[config.mk]
export PLATFORM = sky130hd
export DESIGN_NAME = traffic_light_ctrl
export DESIGN_NICKNAME = d
export VERILOG_FILES = /design/src/rtl/traffic_light_ctrl.sv
export SDC_FILE = /design/constraint.sdc
export NUM_CORES = 1
export LEC_CHECK = 0
export ABC_AREA = 1
export CORE_ASPECT_RATIO = 1.1
export CORE_MARGIN = 5
export CORE_UTILIZATION = 50
export CTS_CLUSTER_SIZE = 28
export DETAILED_ROUTE_END_ITERATION = 10
export PLACE_DENSITY = 0.85
export SYNTH_ARGS = -nofsm -noshare
export SYNTH_HDL_FRONTEND = slang
export SYNTH_SLANG_ARGS = --single-unit
[constraint.sdc]
create_clock -name clk_in -period 2 [get_ports clk_in]
set_input_delay 0.6 -clock clk_in [delete_from_list [all_inputs] [get_ports clk_in]]
set_output_delay 0.6 -clock clk_in [all_outputs]
set_load 0.01 [all_outputs]
[src/rtl/traffic_light_ctrl.sv]
// Two-road intersection sequencer: steps fixed-duration lamp phases on each
// rising edge of the divided slow clock, with side-road demand gating and flashing night mode.
module traffic_light_ctrl #(
    parameter int unsigned MAIN_GREEN_SEC = 20,
    parameter int unsigned SIDE_GREEN_SEC = 10,
    parameter int unsigned YELLOW_SEC     = 3,
    parameter int unsigned ALL_RED_SEC    = 1
) (
    input  logic       clk_in,
    input  logic       reset,
    input  logic       slow_clk,
    input  logic       side_req,
    input  logic       flash_mode,
    output logic [2:0] main_light,
    output logic [2:0] side_light,
    output logic [5:0] count_sec,
    output logic [2:0] state
);

    typedef enum logic [2:0] {
        MAIN_GREEN  = 3'd0,
        MAIN_YELLOW = 3'd1,
        ALL_RED_1   = 3'd2,
        SIDE_GREEN  = 3'd3,
        SIDE_YELLOW = 3'd4,
        ALL_RED_2   = 3'd5,
        FLASH       = 3'd6,
        ILLEGAL     = 3'd7
    } state_t;

    localparam logic [2:0] LAMP_RED    = 3'b100;
    localparam logic [2:0] LAMP_YELLOW = 3'b010;
    localparam logic [2:0] LAMP_GREEN  = 3'b001;
    localparam logic [2:0] LAMP_OFF    = 3'b000;

    localparam logic [5:0] DUR_MAIN_GREEN = 6'(MAIN_GREEN_SEC);
    localparam logic [5:0] DUR_SIDE_GREEN = 6'(SIDE_GREEN_SEC);
    localparam logic [5:0] DUR_YELLOW     = 6'(YELLOW_SEC);
    localparam logic [5:0] DUR_ALL_RED    = 6'(ALL_RED_SEC);

    state_t     state_q, state_d;
    logic [5:0] count_q, count_d;
    logic       blink_q, blink_d;
    logic       slow_clk_q;
    logic [2:0] main_q, main_d;
    logic [2:0] side_q, side_d;
    logic       tick;

    assign tick = slow_clk & ~slow_clk_q;

    always_comb begin
        state_d = state_q;
        count_d = count_q;
        blink_d = blink_q;
        if (tick) begin
            if (state_q == FLASH) begin
                if (flash_mode) begin
                    blink_d = ~blink_q;
                end else begin
                    state_d = ALL_RED_2;
                    count_d = DUR_ALL_RED;
                    blink_d = 1'b0;
                end
            end else if (flash_mode) begin
                state_d = FLASH;
                count_d = '0;
                blink_d = 1'b1;
            end else if (count_q > 6'd1) begin
                count_d = count_q - 6'd1;
            end else begin
                case (state_q)
                    MAIN_GREEN: begin
                        // Without side demand, main green parks on its last second.
                        if (side_req) begin
                            state_d = MAIN_YELLOW;
                            count_d = DUR_YELLOW;
                        end else begin
                            count_d = 6'd1;
                        end
                    end
                    MAIN_YELLOW: begin
                        state_d = ALL_RED_1;
                        count_d = DUR_ALL_RED;
                    end
                    ALL_RED_1: begin
                        state_d = SIDE_GREEN;
                        count_d = DUR_SIDE_GREEN;
                    end
                    SIDE_GREEN: begin
                        state_d = SIDE_YELLOW;
                        count_d = DUR_YELLOW;
                    end
                    SIDE_YELLOW: begin
                        state_d = ALL_RED_2;
                        count_d = DUR_ALL_RED;
                    end
                    ALL_RED_2: begin
                        state_d = MAIN_GREEN;
                        count_d = DUR_MAIN_GREEN;
                    end
                    default: begin
                        state_d = ALL_RED_2;
                        count_d = DUR_ALL_RED;
                    end
                endcase
            end
        end
        // The unused code recovers on the next clock, tick or not.
        if (state_q == ILLEGAL) begin
            state_d = ALL_RED_2;
            count_d = DUR_ALL_RED;
        end
    end

    // Lamps are decoded from the next state so they register together with it.
    always_comb begin
        main_d = LAMP_RED;
        side_d = LAMP_RED;
        case (state_d)
            MAIN_GREEN:  main_d = LAMP_GREEN;
            MAIN_YELLOW: main_d = LAMP_YELLOW;
            SIDE_GREEN:  side_d = LAMP_GREEN;
            SIDE_YELLOW: side_d = LAMP_YELLOW;
            FLASH: begin
                main_d = blink_d ? LAMP_YELLOW : LAMP_OFF;
                side_d = blink_d ? LAMP_YELLOW : LAMP_OFF;
            end
            default: begin
                main_d = LAMP_RED;
                side_d = LAMP_RED;
            end
        endcase
    end

    always_ff @(posedge clk_in or posedge reset) begin
        if (reset) begin
            state_q    <= ALL_RED_2;
            count_q    <= DUR_ALL_RED;
            blink_q    <= 1'b0;
            slow_clk_q <= 1'b0;
            main_q     <= LAMP_RED;
            side_q     <= LAMP_RED;
        end else begin
            state_q    <= state_d;
            count_q    <= count_d;
            blink_q    <= blink_d;
            slow_clk_q <= slow_clk;
            main_q     <= main_d;
            side_q     <= side_d;
        end
    end

    assign main_light = main_q;
    assign side_light = side_q;
    assign count_sec  = count_q;
    assign state      = state_q;

endmodule

=== Yosys cells after proc, flatten, opt, wreduce, memory -nomap -nowiden ===
Cells that the tools add are included.
Widths: inputs -> output; s select.

* Output and inout bits: 15
* Input bits: 5
* Word-level logic and storage cells: 49
* Flip-flop bits (word level): 17

* Bitwise logic cells: 3
* Equality and inequality tests: 11
* Muxes and demuxes: 23
* Add/subtract/negate cells: 1
* Order comparisons: 1
* Reductions and logical operators: 4

{| class="wikitable"
|+ Operator list
! operator !! count
|-
| $mux 6 || 6
|-
| $pmux 6 s4 || 1
|-
| $mux 3 || 7
|-
| $pmux 3 s3 || 2
|-
| $eq 3x3->1 const B || 5
|-
| $pmux 3 s5 || 1
|-
| $eq 3x2->1 const B || 3
|-
| $eq 3x1->1 const B || 2
|-
| $gt 6x1->1 const B || 1
|-
| $logic_not 3->1 || 2
|-
| $sub 6x1->6 const B || 1
|-
| $mux 1 || 4
|-
| $mux 2 || 2
|-
| $ne 3x2->1 const B || 1
|-
| $not 1->1 || 2
|-
| $reduce_and 2->1 || 1
|-
| $reduce_bool 2->1 || 1
|-
| $and 1x1->1 || 1
|}

=== Longest topological paths before layout ===
* Depth in word-level cells: 9
* Depth in mapped cells: 13
* Mapped depth without buffers: 13

=== Worst setup path after synthesis ===
Ideal clock, no wire load.

* Path kind: flip-flop to flip-flop
* Start: reg count_q[0], in the netlist count_sec[0]
* End: reg side_q[1], in the netlist side_light[1]
* Buffers on the path: 0
* Required time: 1.881 ns
* Stages on the path, launching flop included: 12
* Setup slack: 0.230 ns
* Setup time: 0.119 ns
* Period minus slack after synthesis: 1.770 ns
* Arrival time: 1.652 ns
* Cells stage by stage: dfstp_2 > inv_1 > ha_1 > nor2_2 > inv_2 > nand3_2 > nand2_1 > nand2_1 > nand2_1 > nand2_2 > nand2_2 > o21a_1

* Longest elaborated chain between the ends: 8
* Elaborated cells on any way between the ends: 10
* Those cells by class: order compare: 1; eq/ne: 3; mux: 6

{| class="wikitable"
|+ RTL lines
! element !! RTL line !! source
|-
| from (decl) || 42 || <nowiki>logic [5:0] count_q, count_d;</nowiki>
|-
| from (signal assigned) || 145 || <nowiki>count_q <= count_d;</nowiki>
|-
| $gt 6x1->1 (*) || 68 || <nowiki>end else if (count_q > 6'd1) begin</nowiki>
|-
| $mux 3 (*) || 68 ||
|-
| $mux 3 (*) || 64 || <nowiki>end else if (flash_mode) begin</nowiki>
|-
| $mux 3 (*) || 56 || <nowiki>if (state_q == FLASH) begin</nowiki>
|-
| $mux 3 (*) || 55 || <nowiki>if (tick) begin</nowiki>
|-
| $mux 3 (*) || 109 || <nowiki>if (state_q == ILLEGAL) begin</nowiki>
|-
| $eq 3x3->1 or $eq 3x2->1 (tied branches) || 119 || <nowiki>case (state_d)</nowiki>
|-
| $pmux 3 s3 (*) || 119 ||
|-
| net side_d[1] || 46 || <nowiki>logic [2:0] side_q, side_d;</nowiki>
|-
| to (signal assigned) || 149 || <nowiki>side_q <= side_d;</nowiki>
|-
| to (decl) || 46 ||
|}

Mark *: on every way through the listed nets, which the timed path passes. The rest lies on a longest branch.
A chain may end at the register's enable or synchronous reset.

=== Worst setup path after layout ===
* Start: reg main_q[2], in the netlist main_light[2]
* End: out main_light[2]

{| class="wikitable"
|+ RTL lines
! element !! RTL line !! source
|-
| from (decl) || 45 || <nowiki>logic [2:0] main_q, main_d;</nowiki>
|-
| from (signal assigned) || 148 || <nowiki>main_q <= main_d;</nowiki>
|-
| to (decl) || 14 || <nowiki>output logic [2:0] main_light,</nowiki>
|}

No word-level cell between the ends.

==> metrics.txt <==
YS warnings=0; area grow syn2layout=32.0%; Yosys cell types=24; placed standard-cell area=between 1000 and 1500 um2; headroom to the max-slew limit=80.6%; WL/cell=12.7 um; Fillers=~180; CP endpoint kind=output pin; worst-path fanout max=1; post-route setup slack=0.0562 ns; design area=roughly 1300 um2; router iterations before antenna repair=4; Final Setup Violations=0; Max stage delay cell, worst path=dfstp_2; global-route wire length before repair=4.06 mm; initial antenna violation count=0; # diodes=0; detailed-route DRC error count=0; Lkg Pwr=~0.00066 uW; commonest non-fill, non-tap cells in the layout=nand2_1, inv_1, clkdlybuf4s50_1; CTS tree=built; num ports=20; Worst-Margin Slew=0.289 ns; final hold viol count=0; global placement routability congestion=0.878; WP data required=approximately 1.4 ns; Netlist Area Pre-Place=1010 um2; status=finished clean; Worst path max stage delay=roughly 0.53 ns; Critical Path, Cell by Cell=clkdlybuf4s50_1; Critical Path Start Type=flop; total wire length=2.40 mm; Root Buffer=clkbuf_4; initial core utilization=between 50% and 60%; Hold Buf Count CTS=0; vias in the first global route=between 900 and 1000; setup TNS=0 ns; pins over their slew limit=0; minimum clock period after layout=just under 2 ns; synthesized instance count=about 130; die outline height=57.2 um; sequential area share after synthesis=42.6%; Reg clk slew, reported paths=around 0.080 ns; Clk Latency, worst-skew pair=around 0.29 ns; layout cell share with drive strength beyond 1=a little over a quarter; most common cell after layout, fill and taps aside=nand2_1; Cell Pwr Density=approximately 1800 nW/um2; setup repair after global routing missed its margin=no; Mapped Nets=about 140; I/O Buffers=19; ANT nets after route=0; # nets final=about 170; clock sinks=17; core area=about 2000 um2; cell family with most CP delay=flip-flops; DR vias/cell=5.12; Vias=roughly 970; WS Path Type=reg2out; fmax=between 500 and 600 MHz; Final Skew=just over 0.01 ns; Peak VDD IR=approximately 0.99 mV; Hold WS=between 0.5 and 0.6 ns; DP HPWL=1.84 mm; Max Cap Viol=0; Die X=roughly 53 um; Die Area=roughly 3000 um2; pin count of the biggest net entering global routing=18; CP bufs+invs=1; GRT Util Overall=around 18%; DRT iter0 DRCs=28; num rows=17; CTS H-Tree Depth=1; CTS max path bufs=2; path type of the worst min-delay path=reg2reg; CP arrival=roughly 1.3 ns; CTS Buf Count=3; Yosys reg bits=17; fin crit share=a little under 100%; Synth Area per Inst=7.73 um2; total grt overflow=0; r2r setup slk=~0.20 ns; dpl ws=-0.0592 ns
## power breakdown
| part | switching (uW) | internal, uW |
|---|---|---|
| Combinational | 901 | 645 |
| Clock | 103 | 77.7 |
| Sequential | 112 | 514 |
## cell families (layout without fill, tap and decap cells)
group                    Yosys count  after routing  synth area share [%]
flip-flops                        17             17                  42.6
AO/OA/AOI/OAI                     23             23                  12.7
adder cells (fa/ha/maj)            2              2                  2.47
buffers and inverters             21             51                  8.03
AND/OR/NAND/NOR                   68             68                  34.1
## layout make-up
type                       instances  area [um2]  share of cell area [%]
multi-input combinational         93         510                    38.2
tap                               28        35.0                    2.62
timing repair buffer              27         254                    19.0
sequential                        17         434                    32.5
clock buffer                       4        26.3                    1.97
inverter                          20        76.3                    5.71
## state kept, by name, indices dropped and copies added (netlist names)
name        count
blink_q         1
count_sec       6
slow_clk_q      1
side_light      3
main_light      3
state           3
## synth_stat cells
master / count / area share (%)
clkbuf_2: 1 / 0.49
a21oi_1: 9 / 4.4
ha_1: 2 / 2.5
o21ai_1: 1 / 0.49
o21ai_0: 7 / 3.5
nor3_1: 3 / 1.5
nand3_1: 7 / 3.5
nand2_1: 30 / 11
o22ai_1: 3 / 1.9
dfrtp_1: 12 / 30
nand4_1: 3 / 1.9
inv_2: 3 / 1.1
nand2_2: 8 / 4.9
nor2_1: 8 / 3.0
nand3_2: 2 / 2.0
o21a_1: 1 / 0.74
a21oi_2: 1 / 0.87
nor2_2: 2 / 1.2
o221ai_1: 1 / 0.87
nor2_4: 4 / 4.4
dfstp_2: 5 / 13
clkinv_2: 1 / 0.49
inv_1: 16 / 5.9
or2_2: 1 / 0.62
## path summary, 6_finish.rpt
path                                               start                        to  depth (start not counted)
worst max-delay path             main_light[2]$_DFF_PP1_             main_light[2]                          1
worst min-delay path            count_sec[0]$_DFFE_PP1P_  count_sec[0]$_DFFE_PP1P_                          2
worst max register to register  count_sec[0]$_DFFE_PP1P_   main_light[1]$_DFF_PP0_                         12
worst min register to register  count_sec[0]$_DFFE_PP1P_  count_sec[0]$_DFFE_PP1P_                          2
max in group asynchronous                          reset   side_light[2]$_DFF_PP1_                          3
min in group asynchronous                          reset  count_sec[3]$_DFFE_PP0P_                          3
## repair_timing
| action | CTS | global route |
|---|---|---|
| setup endpoints to repair | 2 | 7 |
| buffers inserted | 1 | 0 |
| pin swaps | 0 | 0 |
| resized for setup | 1 | 7 |
## metrics by stage
step	cells	utilization, %	power (uW)
after floorplan	131	-	1590
after global placement	184	65.0	2080
after detailed placement	184	65.0	2130
after CTS	189	66.6	2340
after global routing	189	67.6	2570
final	189	67.6	2350
## worst min-delay path, delay by kind of cell (launching register included)
family                 cells  cell delay (ns)
AOI/OAI and AO/OA          1             0.07
DFF                        1             0.40
buffers and inverters      1             0.08
## routing by layer
layer	GRT usage [%]	vias to the layer above	wire length, um
met5	0	-	0
met4	6.57	0	39
met3	4.18	5	129
met2	31.2	29	1270
met1	21.2	450	962
li1	-	483	-
Power figures use the tool's default switching activity.
